[src/rtl/button_debouncer.sv]
`default_nettype none
// ============================================================================
// Module      : button_debouncer
// Description : Pushbutton conditioner. The raw pin is brought into the clk_i
//               domain with a two-flop synchronizer, normalised so that 1
//               means pressed, and filtered by a four-state FSM that accepts
//               a level change only after DB_CYCLES consecutive stable
//               samples. A long-press pulse fires once per accepted press
//               after LONG_CYCLES cycles spent in the pressed state.
// Ports       : clk_i        - system clock, rising edge
//               resetn_i     - synchronous active-low reset
//               pb_raw_i     - raw, asynchronous, bouncing button pin
//               pb_level_o   - debounced level, 1 = pressed
//               pb_press_o   - one-cycle pulse on accepted press
//               pb_release_o - one-cycle pulse on accepted release
//               pb_long_o    - one-cycle pulse when held LONG_CYCLES
//               btn_resetn_o - active-low reset request, NOT pb_level_o
// Revision    : 1.0 - initial release
// ============================================================================
module button_debouncer #(
  parameter int unsigned DB_CYCLES     = 120000,
  parameter int unsigned LONG_CYCLES   = 24000000,
  parameter bit          PB_ACTIVE_LOW = 1'b1
) (
  input  logic clk_i,
  input  logic resetn_i,
  input  logic pb_raw_i,
  output logic pb_level_o,
  output logic pb_press_o,
  output logic pb_release_o,
  output logic pb_long_o,
  output logic btn_resetn_o
);

  localparam int unsigned CNT_W  = $clog2(DB_CYCLES + 1);
  localparam int unsigned LCNT_W = $clog2(LONG_CYCLES + 1);

  localparam logic [CNT_W-1:0]  c_cnt_last = CNT_W'(DB_CYCLES - 1);
  localparam logic [LCNT_W-1:0] c_lcnt_max = LCNT_W'(LONG_CYCLES);
  localparam logic [LCNT_W-1:0] c_lcnt_pre = LCNT_W'(LONG_CYCLES - 1);
  // Pin level of a released button; the synchronizer resets to it so that
  // leaving reset never looks like a press.
  localparam logic              c_released = PB_ACTIVE_LOW ? 1'b1 : 1'b0;

  typedef enum logic [1:0] {
    ST_IDLE         = 2'd0,
    ST_PRESS_WAIT   = 2'd1,
    ST_PRESSED      = 2'd2,
    ST_RELEASE_WAIT = 2'd3
  } state_t;

  state_t              state_q, state_d;
  logic [CNT_W-1:0]    cnt_q, cnt_d;
  logic [LCNT_W-1:0]   lcnt_q, lcnt_d;
  logic                sync1_q, sync1_d;
  logic                sync2_q, sync2_d;
  logic                level_q, level_d;
  logic                press_q, press_d;
  logic                release_q, release_d;
  logic                long_q, long_d;
  logic                btn_resetn_q, btn_resetn_d;
  logic                pressed_s;

  // Synchronizer and polarity normalisation
  always_comb begin
    sync1_d   = pb_raw_i;
    sync2_d   = sync1_q;
    pressed_s = PB_ACTIVE_LOW ? ~sync2_q : sync2_q;
  end

  // Next-state, counters and registered-output inputs
  always_comb begin
    state_d = state_q;
    cnt_d   = cnt_q;
    case (state_q)
      ST_IDLE: begin
        if (pressed_s) begin
          state_d = ST_PRESS_WAIT;
          cnt_d   = '0;
        end
      end
      ST_PRESS_WAIT: begin
        if (!pressed_s) begin
          state_d = ST_IDLE;
          cnt_d   = '0;
        end else if (cnt_q == c_cnt_last) begin
          state_d = ST_PRESSED;
          cnt_d   = '0;
        end else begin
          cnt_d = cnt_q + 1'b1;
        end
      end
      ST_PRESSED: begin
        if (!pressed_s) begin
          state_d = ST_RELEASE_WAIT;
          cnt_d   = '0;
        end
      end
      ST_RELEASE_WAIT: begin
        if (pressed_s) begin
          state_d = ST_PRESSED;
          cnt_d   = '0;
        end else if (cnt_q == c_cnt_last) begin
          state_d = ST_IDLE;
          cnt_d   = '0;
        end else begin
          cnt_d = cnt_q + 1'b1;
        end
      end
      default: begin
        state_d = ST_IDLE;
        cnt_d   = '0;
      end
    endcase

    // Held-time counter: restarts on every accepted press, advances only in
    // PRESSED, freezes during release bounces and saturates so the long
    // pulse can fire at most once per press.
    lcnt_d = lcnt_q;
    if ((state_q == ST_PRESS_WAIT) && (state_d == ST_PRESSED)) begin
      lcnt_d = '0;
    end else if ((state_q == ST_PRESSED) && (lcnt_q != c_lcnt_max)) begin
      lcnt_d = lcnt_q + 1'b1;
    end

    // Outputs are derived from the next state so that the registered
    // versions line up with the state register.
    level_d      = (state_d == ST_PRESSED) || (state_d == ST_RELEASE_WAIT);
    press_d      = (state_q == ST_PRESS_WAIT) && (state_d == ST_PRESSED);
    release_d    = (state_q == ST_RELEASE_WAIT) && (state_d == ST_IDLE);
    long_d       = (state_q == ST_PRESSED) && (lcnt_q == c_lcnt_pre);
    btn_resetn_d = ~level_d;
  end

  always_ff @(posedge clk_i) begin
    if (!resetn_i) begin
      state_q      <= ST_IDLE;
      cnt_q        <= '0;
      lcnt_q       <= '0;
      sync1_q      <= c_released;
      sync2_q      <= c_released;
      level_q      <= 1'b0;
      press_q      <= 1'b0;
      release_q    <= 1'b0;
      long_q       <= 1'b0;
      btn_resetn_q <= 1'b1;
    end else begin
      state_q      <= state_d;
      cnt_q        <= cnt_d;
      lcnt_q       <= lcnt_d;
      sync1_q      <= sync1_d;
      sync2_q      <= sync2_d;
      level_q      <= level_d;
      press_q      <= press_d;
      release_q    <= release_d;
      long_q       <= long_d;
      btn_resetn_q <= btn_resetn_d;
    end
  end

  assign pb_level_o   = level_q;
  assign pb_press_o   = press_q;
  assign pb_release_o = release_q;
  assign pb_long_o    = long_q;
  assign btn_resetn_o = btn_resetn_q;

endmodule
`default_nettype wire

[config.mk]
export PLATFORM = sky130hd
export DESIGN_NAME = button_debouncer
export DESIGN_NICKNAME = d
export VERILOG_FILES = /design/src/rtl/button_debouncer.sv
export SDC_FILE = /design/constraint.sdc
export NUM_CORES = 1
export LEC_CHECK = 0
export ABC_AREA = 1
export CORE_MARGIN = 2
export CORE_UTILIZATION = 45
export CTS_BUF_LIST = sky130_fd_sc_hd__clkbuf_16
export CTS_CLUSTER_SIZE = 10
export DETAILED_ROUTE_END_ITERATION = 10
export HOLD_SLACK_MARGIN = 0.05
export PLACE_DENSITY = 0.63
export SLEW_MARGIN = 20
export SYNTH_ARGS = -nofsm -noshare
export SYNTH_HDL_FRONTEND = slang
export SYNTH_SLANG_ARGS = --single-unit
[constraint.sdc]
create_clock -name clk_i -period 3.8 [get_ports clk_i]
set_input_delay 0.95 -clock clk_i [delete_from_list [all_inputs] [get_ports clk_i]]
set_output_delay 0.95 -clock clk_i [all_outputs]
set_load 0.01 [all_outputs]
* After elaboration in Yosys (flattened, before gate mapping)
Cells that the tools add are included.
** Word-level totals
- Output and inout bits :: 5
- Bits of input ports :: 3
- Word-level logic and storage cells :: 46
- Register bits :: 51
** Operators by class
- $add $sub $neg :: 2
- Eq/ne operators :: 10
- Reductions and logical operators :: 9
- Bitwise logic cells :: 2
- Mux-type cells :: 13
** Operators with widths (count)
- $mux W17 :: 5
- $pmux W17 S4 :: 1
- $add A25 B1 Y25 const B :: 1
- $eq A25 B25 Y1 const B :: 1
- $ne A25 B25 Y1 const B :: 1
- $add A17 B1 Y17 const B :: 1
- $eq A17 B17 Y1 const B :: 1
- $mux W2 :: 6
- $eq A2 B2 Y1 const B :: 4
- $pmux W2 S4 :: 1
- $logic_and A1 B1 Y1 :: 4
- $logic_not A2 Y1 :: 2
- $ne A2 B2 Y1 const B :: 2
- $eq A2 B1 Y1 const B :: 1
- $not A1 Y1 :: 2
- $reduce_and A2 Y1 :: 1
- $reduce_or A2 Y1 :: 1
- $logic_or A1 B1 Y1 :: 1

* Longest topological paths before layout
Gate-level depths: netlist (run 1).
- Depth in word-level cells :: 7
- Gate-level depth with buffers :: 11
- Gate-level depth less buffers :: 10

* Worst setup path before layout (run 1)
OpenSTA, ideal clock, no wires.
- Path kind :: register to register
- Start point :: reg lcnt_q[0]
- End point :: reg lcnt_q[10]
- Period minus slack after synthesis :: 1526 ps
- Setup slack :: 2274 ps
- Buffers on the path :: 1
- Setup time :: 66 ps
- Required time :: 3734 ps
- Cell stages (with the launch flop) :: 11
- Arrival time :: 1460 ps
- Path through :: dfxtp_1 > inv_1 > ha_1 > nand3_1 > nor2_1 > nand2_1 > nor2_1 > nor2_4 > buf_2 > nand2_1 > a21oi_2
** On the way
- Word-level cells in the longest chain between the ends :: 2
- Elaborated cells on any way between the ends :: 3
- Classes of those cells :: 1 x add/sub; 1 x eq/ne; 1 x reduce/logical
** Ends and longest elaborated chain
- from (decl) :: line 54 : logic [LCNT_W-1:0] lcnt_q, lcnt_d;
- from (signal assigned) :: line 150 : lcnt_q <= lcnt_d;
- branches (longest 2 deep; another with $add A25 B1 Y25)
Parallel ways; which one is timed is not known.
A chain may end at the register's enable or synchronous reset.

* Final worst setup path (run 1)
- Start point :: reg long_q, in the netlist pb_long_o
- End point :: out pb_long_o
** RTL lines
- from (decl) :: line 60 : logic long_q, long_d;
- from (signal assigned) :: line 156 : long_q <= long_d;
- to (decl) :: line 31 : output logic pb_long_o,
No word-level cell between the ends.

==> flow_summary_export.csv, run 1 <==
group,metric,value,unit
route,wirelength,6460,um
sta,finalHoldViolCount,0,
clocking,cts_hold_buffers,0,
sta,tns,0,ns
route,dr.first_iter.drc_count,161,
grt,grt-ovfl-total,0,
floorplanning,die_w,85.0,um
cells_and_area,drive_gt1_share,4.82,%
yosys,yosysWarningCount,0,
placed_design,portBuffers,7,
route,num_vias,2771,
floorplanning,initial_core_util,46.5,%
cells_and_area,regArea,0.00102,sq mm
setup_path,worst-r2r-setup-slack,1.84,ns
grt,grt_max_degree,26,
setup_path,critPathRequiredTime,2.85,ns
power,clock_power_share,47.7,%
sta,setup_violations,0,
yosys,synthTopCellsByArea,"dfxtp_1 35%, nand2_1 21%, nor2_1 9.4%",
clocking,cts_root_buf,"clkbuf_16",
setup_path,endpoint_kind,"output pin",
yosys,synth.most_common_cell,"nand2_1",
yosys,yosysTopAreaCell,"dfxtp_1",
yosys,synth.avg_cell_area,6.25,sq um
clocking,h-tree-depth,2,
cells_and_area,insertedDiodeCount,0,
floorplanning,dieArea,0.00723,sq mm
sta,min_period_over_period,55.0,%
sta,finalHoldWorstSlack,0.423,ns
clocking,cts_buffers,5,
power,switching_share,20.4,%
yosys,ys_seq_area_share,34.6,%
setup_path,slowest_stage,"clkdlybuf4s50_1",
yosys,synth_edf_count,0,
power,seq_power_share,50.4,%
sta,drv_slew,0,
setup_path,crit_arrival,1.14,ns
yosys,ys.flop_type,"dfxtp_1",
sta,slew_headroom,55.8,%
hold_path,hold_path_class,"register to register",
clocking,cts_resized,0,
sta,finalCriticalPeriod,2.09,ns
yosys,synth_cells,473,
sta,rsz0062_at_grt,"no",
floorplanning,fp.coreArea,0.00635,sq mm
cells_and_area,num-fill-cells,650,
route,drc_errors,0,
yosys,async_reset_ff_share,0,%
setup_path,path_class,"register to output pin",
run_status,status,"completed",
flow_run,max_cap_violations,0,
cells_and_area,fin_nets,483,
power,power_leakage,0.00111,uW
sta,tightest_slew,0.661,ns
grt,grt_pass1_vias,2619,
cells_and_area,multi_input_area,0.00167,sq mm
placed_design,place_inst,547,
yosys,synth_cell_type_count,27,
grt,grt_pass1_wl,11600,um
grt,antenna_found_initial,0,
route,dr.pass1.iters,4,
floorplanning,fp.dieH,85.0,um
yosys,synth_top_cells_by_count,"169 x nand2_1, 74 x nor2_1, 51 x dfxtp_1",
cells_and_area,area_growth,8.56,%
setup_path,cp_max_fo,1,
yosys,synth-seq-cells,51,
cells_and_area,instances_no_fill,554,
floorplanning,rows,29,
route,viasPerCell,5.00,
power,vdd_drop_max,0.169,mV
floorplanning,ios,8,
yosys,netlist.area_leader.share,34.6,%
power,combPwrFrac,1.8,%
clocking,cts_tree,"yes",
clocking,insertion_delay,0.29,ns
route,avgRoutedWirePerCell,11.7,um
clocking,postCtsSetupRepairBufs,0,
power,power.internal,847,uW
setup_path,max_stage_delay,0.53,ns
power,power.switching,217,uW
sta,max_freq,478,MHz
clocking,clkTransAtPathRegs,0.07,ns
yosys,synthesis.area,0.00295,sq mm
placed_design,place_hpwl,4770,um
setup_path,cp-start-kind,"register",
grt,grt_use_total,19.3,%
clocking,clock-sinks,51,
clocking,cts_buffer_depth,2,
route,drtAntennaViolNets,0,
yosys,syn_nets,479,
sta,skew,0.00737,ns
setup_path,cp_cell_sequence,"clkdlybuf4s50_1",
placed_design,finalWeightedCongestion,0.849,
setup_path,critPathBufInv,1,
setup_path,path_delay_family,"buffers and inverters",
power,pwr_density_cell,332,mW/mm^2
## state kept, by name (all words and copies together), names as in the netlist
name	count
lcnt_q	25
pb_press_o	1
pb_release_o	1
state_q	2
pb_long_o	1
pb_level_o	1
cnt_q	17
sync2_q	1
sync1_q	1
btn_resetn_o	1
## layer usage
layer  GRT usage, %  vias to the layer above  share of wire, %
met5              0                        -                 0
met4           5.19                        0               1.1
met3           3.11                        8               2.3
met2           34.2                       32                50
met1           24.3                     1248                46
li1               -                     1483                 -
## cell type report
type	instances	share of cell area, %
clock buffer	5	3.90
clock inverter	2	1.17
tap	77	3.00
sequential	51	31.8
timing repair buffer	7	2.18
multi-input combinational	363	52.2
inverter	49	5.74
## final timing paths
path         startpoint          to  depth (start not counted)
max           pb_long_o   pb_long_o                          1
min             sync1_q     sync2_q                          1
max reg2reg   lcnt_q[0]  lcnt_q[10]                          9
min reg2reg     sync1_q     sync2_q                          1
## cell families (layout without fill, tap and decap cells)
logic type,after synthesis,after routing,share of synthesized area [%]
AOI/OAI and AO/OA,37,37,7.54
adders and majority gates,3,3,1.27
and+or+nand+nor,305,305,42.5
buffers and inverters,59,63,8.81
xor gates and xnor gates,18,18,5.34
DFF,51,51,34.6
## power groups by stage
stage / Combinational, uW / Sequential, uW / Clock [uW]
floorplan: 15.9 / 548 / 0
global placement: 20.0 / 549 / 0
detailed placement: 20.1 / 549 / 0
CTS: 20.2 / 536 / 520
global route: 22.8 / 536 / 542
finish: 19.7 / 536 / 508
## layout by cell type, fill, tap and decap left out, types with 2 or more instances in the layout
cell type	instances
nand3_1	36
a21oi_2	6
inv_1	49
nand2_2	4
xor2_1	9
nor2_1	74
nand4_1	7
o21ai_0	6
nor3_1	7
clkdlybuf4s50_1	7
ha_1	3
nand2_1	169
or2_2	2
a21oi_1	22
dfxtp_1	51
xnor2_1	9
clkbuf_16	5
## per-stage QoR
stage,instance area [sq um],util (%),power (uW),worst slack (ns)
CTS,3210,50.5,1080,1.70
finish,3210,50.5,1060,1.71
global route,3210,50.5,1100,1.59
floorplan,2950,-,564,2.27
detailed placement,3040,47.9,569,1.48
global placement,3040,47.9,569,1.51
Power figures use the tool's default switching activity.
==> inputs of run 2 (changes only) <==
clock period = 2.1 ns   (was 3.8 ns; I/O delays follow)
==> flow_summary_export.csv, run 2 (synthesis gave the netlist of run 1 again) <==
group,metric,value,unit
grt,grt_max_degree,26,
power,power_leakage,0.00115,uW
route,dr.pass1.iters,4,
power,pwr_density_cell,566,mW/mm^2
sta,tightest_slew,0.477,ns
setup_path,path_delay_family,"simple AND/OR/NAND/NOR gates",
cells_and_area,fin_nets,489,
cells_and_area,largest_reg_flops,25,
setup_path,cp_cell_sequence,"ha_1 -> nand2_1 -> nor2_1 -> nand2_1 -> nor2_1 -> nand3_1 -> nand2_1 -> nand2_1 -> nor2_1",
run_status,status,"completed",
sta,setup_violations,0,
sta,finalHoldWorstSlack,0.420,ns
setup_path,cp_max_fo,8,
sta,finalCriticalPeriod,1.75,ns
grt,grt_pass1_vias,2691,
floorplanning,fp.dieH,85.0,um
clocking,cts_resized,0,
setup_path,critPathRequiredTime,2.33,ns
power,vdd_drop_max,0.527,mV
setup_path,reg2reg_depth,9,
sta,skew,0.00623,ns
clocking,clock-sinks,51,
setup_path,worstSetupStartpoint,"cnt_q[0]",
setup_path,path_class,"register to register",
setup_path,cp-start-kind,"register",
setup_path,slowest_stage,"nor2_1",
setup_path,cp.depth,9,
grt,antenna_found_initial,0,
hold_path,min-delay-start,"sync1_q",
sta,tns,0,ns
cells_and_area,insertedDiodeCount,0,
floorplanning,ios,8,
cells_and_area,drive_gt1_share,6.20,%
power,p_total,1850,uW
clocking,postCtsSetupRepairBufs,0,
cells_and_area,instances_no_fill,561,
route,num_vias,2790,
route,wirelength,6460,um
setup_path,r2r_start,"cnt_q[0]",
grt,grt_use_total,19.3,%
route,avgRoutedWirePerCell,11.5,um
clocking,clkTransAtPathRegs,0.07,ns
cells_and_area,area_growth,10.4,%
placed_design,finalWeightedCongestion,0.794,
placed_design,place_inst,553,
floorplanning,dieArea,0.00723,sq mm
flow_run,max_cap_violations,0,
sta,min_period_over_period,83.1,%
setup_path,max_stage_delay,0.38,ns
placed_design,portBuffers,7,
clocking,cts_buffer_depth,2,
setup_path,endpoint_kind,"register",
route,drtAntennaViolNets,0,
route,drc_errors,0,
clocking,insertion_delay,0.29,ns
cells_and_area,largest-register,"lcnt_q",
floorplanning,initial_core_util,46.5,%
sta,max_freq,573,MHz
floorplanning,rows,29,
clocking,cts_hold_buffers,0,
cells_and_area,final_common_cell,"nand2_1",
route,viasPerCell,4.97,
sta,slew_headroom,68.1,%
route,dr.first_iter.drc_count,104,
clocking,cts_buffers,5,
setup_path,critPathBufInv,0,
sta,rsz0062_at_grt,"no",
placed_design,place_hpwl,4770,um
hold_path,hold_path_class,"register to register",
cells_and_area,top_regs,"lcnt_q: 25 flops, cnt_q: 17 flops, state_q: 2 flops",
floorplanning,fp.coreArea,0.00635,sq mm
sta,finalHoldViolCount,0,
clocking,h-tree-depth,2,
setup_path,cp_common_cell,"nand2_1",
clocking,cts_tree,"yes",
hold_path,holdPathStages,1,
grt,grt_pass1_wl,11500,um
sta,drv_slew,0,
setup_path,crit_arrival,1.98,ns
grt,grt-ovfl-total,0,
floorplanning,die_w,85.0,um
cells_and_area,final_cell_mix,"169 x nand2_1, 74 x nor2_1, 51 x dfxtp_1, 49 x inv_1, 36 x nand3_1",
clocking,cts_root_buf,"clkbuf_16",
[run 2: cell types whose count changed in the layout (fill, tap and decap cells not counted)]
cell	delta
inv_6	+2
buf_12	+2
buf_4	+4
bufinv_16	-1
clkinv_2	+1
clkinvlp_4	-1
[run 2: routing by layer]
metal	part of all wire (%)	global-route usage (%)
met5	0	0
met4	2.1	7.79
met3	2.9	3.50
met2	47	33.7
met1	48	23.3
[run 2: layout make-up]
class | count | area (sq um)
clock inverter | 3 | 22.5
sequential | 51 | 1020
inverter | 49 | 184
timing repair buffer | 13 | 140
fill | 655 | 3090
multi-input combinational | 363 | 1670
clock buffer | 5 | 125
tap | 77 | 96.3
[run 2: metrics by stage]
stage | utilization [%] | area, sq um | worst slack, ns
6_report | 51.4 | 3260 | 0.355
5_1_grt | 51.4 | 3260 | 0.120
4_1_cts | 51.4 | 3260 | 0.352
3_5_place_dp | 49.0 | 3110 | 0.233
3_3_place_gp | 49.0 | 3110 | 0.304
2_1_floorplan | - | 2950 | 0.574
[run 2: power by group]
group / internal, uW / switching [uW]
Sequential: 969 / 1.61
Clock: 449 / 385
Combinational: 13.4 / 28.7
[run 2: worst paths after layout]
| kind | end | slack, ns |
|---|---|---|
| worst max-delay path | cnt_q[8] | 0.35 |
| worst min-delay path | sync2_q | 0.42 |
| worst max register to register | cnt_q[8] | 0.35 |
| worst min register to register | sync2_q | 0.42 |
==> inputs of run 3 (changes only) <==
clock period = 1.7 ns   (was 2.1 ns; I/O delays follow)
==> flow_summary_export.csv, run 3 (synthesis gave the netlist of run 1 again) <==
group,metric,value,unit
sta,drv_slew,0,
sta,max_freq,624,MHz
clocking,cts_tree,"yes",
setup_path,r2r_start,"lcnt_q[18]",
clocking,h-tree-depth,2,
power,pwr_density_cell,691,mW/mm^2
grt,antenna_found_initial,0,
sta,finalHoldWorstSlack,0.415,ns
sta,finalCriticalPeriod,1.60,ns
power,power_leakage,0.00129,uW
setup_path,crit_arrival,1.83,ns
sta,slew_headroom,74.4,%
clocking,clkTransAtPathRegs,0.07,ns
route,dr.pass1.iters,4,
placed_design,place_area,0.00329,sq mm
floorplanning,rows,29,
setup_path,cp_max_fo,25,
placed_design,portBuffers,7,
hold_path,min_to,"sync2_q",
floorplanning,fp.dieH,85.0,um
grt,grt-ovfl-total,0,
setup_path,reg2reg_depth,7,
sta,min_period_over_period,94.2,%
grt,grt_pass1_wl,12400,um
power,vdd_drop_max,0.465,mV
setup_path,cp-start-kind,"register",
run_status,status,"completed",
route,dr.first_iter.drc_count,156,
hold_path,hold_path_class,"register to register",
setup_path,critPathRequiredTime,1.93,ns
cells_and_area,final_cell_mix,"168 x nand2_1, 72 x nor2_1, 49 x dfxtp_1, 48 x inv_1, 35 x nand3_1",
floorplanning,fp.coreArea,0.00635,sq mm
flow_run,max_cap_violations,0,
clocking,cts_buffers,5,
cells_and_area,largest_reg_flops,25,
setup_path,r2r_end,"lcnt_q[12]",
grt,grt_pass1_vias,2742,
setup_path,worstSetupStartpoint,"lcnt_q[18]",
setup_path,worst-r2r-setup-slack,0.1,ns
cells_and_area,fin_util,55.5,%
floorplanning,dieArea,0.00723,sq mm
cells_and_area,final_common_cell,"nand2_1",
clocking,insertion_delay,0.29,ns
cells_and_area,largest-register,"lcnt_q",
grt,grt_max_degree,26,
route,num_vias,2854,
route,avgRoutedWirePerCell,12.1,um
cells_and_area,insertedDiodeCount,0,
clocking,cts_root_buf,"clkbuf_16",
sta,skew,0.00576,ns
route,wirelength,7090,um
hold_path,min-delay-start,"sync1_q",
route,drtAntennaViolNets,0,
placed_design,place_hpwl,5160,um
clocking,cts_buffer_depth,2,
grt,grt_use_total,21.1,%
placed_design,finalWeightedCongestion,0.839,
cells_and_area,fin_nets,513,
floorplanning,initial_core_util,46.5,%
sta,rsz0062_at_grt,"yes",
cells_and_area,finalInstanceArea,0.00352,sq mm
setup_path,path_class,"register to register",
clocking,cts_hold_buffers,0,
floorplanning,ios,8,
setup_path,endpoint_kind,"register",
sta,tightest_slew,0.383,ns
cells_and_area,top_regs,"lcnt_q: 25 flops, cnt_q: 17 flops, state_q: 2 flops",
cells_and_area,area_growth,19.2,%
clocking,clock-sinks,51,
route,viasPerCell,4.88,
floorplanning,die_w,85.0,um
sta,setup_violations,0,
hold_path,holdPathStages,1,
cells_and_area,drive_gt1_share,13.0,%
sta,finalHoldViolCount,0,
route,drc_errors,0,
-- run 3: critical path, cell delays in order, from the launching register on --
cell	delay, ns
dfxtp_1	0.44
nand2_2	0.09
nor2_1	0.18
nand3_2	0.19
o21ai_4	0.22
buf_12	0.18
nand2_1	0.08
a21oi_2	0.12
-- run 3: layer usage --
layer / global-route usage [%] / routed length (um)
met1: 24.6 / 3220
met2: 39.2 / 3520
met3: 3.60 / 251
met4: 6.20 / 90
met5: 0 / 0
-- run 3: final cells by class --
| class | count | area, sq um |
|---|---|---|
| fill | 631 | 2830 |
| sequential | 51 | 1020 |
| tap | 77 | 96.3 |
| timing repair buffer | 36 | 313 |
| clock inverter | 3 | 47.5 |
| multi-input combinational | 364 | 1730 |
| inverter | 49 | 184 |
| clock buffer | 5 | 125 |
-- run 3: stage by stage --
step	worst slack (ns)	setup TNS, ns	total power (uW)	std cells
3_5_place_dp	-0.0279	-0.0308	1280	576
2_1_floorplan	0.174	0	1260	473
3_3_place_gp	-0.0119	-0.0119	1280	576
4_1_cts	0.0149	0	2460	585
6_report	0.0979	0	2430	585
5_1_grt	-0.0230	-0.0834	2510	585
-- run 3: timing repair --
action	in CTS	in global routing
pin swaps	1	1
cloned	1	0
setup endpoints to repair	5	39
setup buffers	0	0
gates resized for setup	2	14
-- run 3: power breakdown --
group | leakage, uW | switching [uW] | internal, uW | total [uW]
logic | 0.000797 | 38.8 | 20.5 | 59.3
registers | 0.000412 | 1.86 | 1200 | 1200
clock network | 0.0000844 | 473 | 703 | 1180
-- run 3: how the worst max path moves through the flow --
stage | slack (ns) | endpoint
CTS | 0.01 | lcnt_q[9]
global placement | -0.01 | pb_long_o
detailed placement | -0.03 | pb_long_o
floorplan | 0.17 | lcnt_q[10]
finish | 0.1 | lcnt_q[12]
global route | -0.02 | lcnt_q[22]
==> RTL change (flow settings as in run 1) <==
`PB_ACTIVE_LOW`: 1'b1 -> 1'b0.
--- a/src/rtl/button_debouncer.sv
+++ b/src/rtl/button_debouncer.sv
@@ -20,7 +20,7 @@
 module button_debouncer #(
   parameter int unsigned DB_CYCLES     = 120000,
   parameter int unsigned LONG_CYCLES   = 24000000,
-  parameter bit          PB_ACTIVE_LOW = 1'b1
+  parameter bit          PB_ACTIVE_LOW = 1'b0
 ) (
   input  logic clk_i,
   input  logic resetn_i,
Check against the original RTL: no difference found for any inputs over 10 cycles, from zero or initial values and one cycle with resetn_i low; that may be too few to reach the edited logic, so the function may still have changed.
==> RTL change against run 1 <==
  * Clock skew shrank 0.0018 ns
  * Worst setup slack worse by 0.053 ns
  * Total power up 0.24%
  * Final cell count increased by 0.36%
  * Sequential cell count unchanged
  * Area after synthesis increased by 1.6%
  * Sequential share of layout area shrank 0.48 points
  * Non-clock buffer count did not move
  * Final area increased by 1.5%
  * Utilization is 0.48 points higher
  * Routed wire length rose by 3.7%
  * Via count is 1.8% higher
  * Sequential power hardly changed
  * Highest routed layer unchanged
==> RTL change: results (changes against run 1) <==
* Clk_skew at 0.00555 ns (-0.00183 ns)
* Worst reg-to-reg path cell count at 6 (-3)
* Sw power at 0.219 mW (+0.99%)
* Outcome: finished, final reports clean
* Dpl hpwl at 4880 µm (+2.4%)
* FILL cells at 660 (+1.5%)
* Sequential share of the synthesized area at 0.340 (-0.00533)
* Met1 Usage GRT at 0.227 (-0.0164)
* Final Non-Filler Cells at 556 (+0.36%)
* Pre-CTS setup slack at 1.40 ns (-0.0767 ns)
* Placed cell count at 548 (+0.18%)
* Overall Global Routing Usage at 0.197 (+0.00360)
* Worst hold margin at 0.416 ns (-0.00711 ns)
* Routed wire length at 6700 µm (+3.7%)
* Vias per inst at 5.08 (+1.5%)
* Synth top area cells: dfxtp_1 34%, nand2_1 22%, nor2_1 8.3%
* Flop pwr share at 0.503 (about the same)
* Met2 usage at 0.362 (+0.0192)
* Placed inst area at 3090 µm² (+1.6%)
* 1st-iter DRT viols at 123 (-24%)
* Grt met3 use at 0.0346 (+0.00352)
* Register-to-Register Setup Slack at 1.79 ns (-0.05 ns)
* Worst Hold End: pressed_s$_SDFF_PN0_
* R2r startpoint: cnt_q[0]$_SDFFE_PN0P_
* P_leak at 1.14 nW (+2.7%)
* Hold Path Origin: sync1_q$_SDFF_PN0_
* Vias in the first global route at 2735 (+4.4%)
* Highest Clock Rate at 466 MHz (-2.5%)
* Comb pwr share at 0.020 (+0.002)
* Peak supply drop at 0.214 mV (+27%)
* Total power at 1.07 mW (+0.24%)
* Crit Reg-Reg Endpoint: lcnt_q[3]$_SDFFE_PP0P_
[RTL change: cell types whose count changed in the layout (fill, tap and decap cells not counted), sizes merged, moves of 2 or more]
cell / before / now
inv: 49 / 53
nor3: 7 / 10
clkinv: 0 / 2
nor2: 76 / 71
nand2: 173 / 177
or2: 2 / 0
nand3: 36 / 33
[RTL change: cells by family (layout without fill, tap and decap cells)]
group | Yosys count | after routing | synth area share
and+or+nand+nor | 303 | 303 | 0.420
buffers and inverters | 62 | 68 | 0.0913
DFF | 51 | 51 | 0.340
AOI/OAI and AO/OA | 37 | 37 | 0.0863
xor gates and xnor gates | 17 | 17 | 0.0496
adders and majority gates | 3 | 3 | 0.0125
[RTL change: final cells by class]
class,count,area [µm²],area share
sequential,51,1020,0.314
multi-input combinational,360,1710,0.524
clock buffer,5,125,0.0384
clock inverter,3,38.8,0.0119
inverter,53,199,0.0611
tap,77,96.3,0.0296
timing repair buffer,7,70.1,0.0215
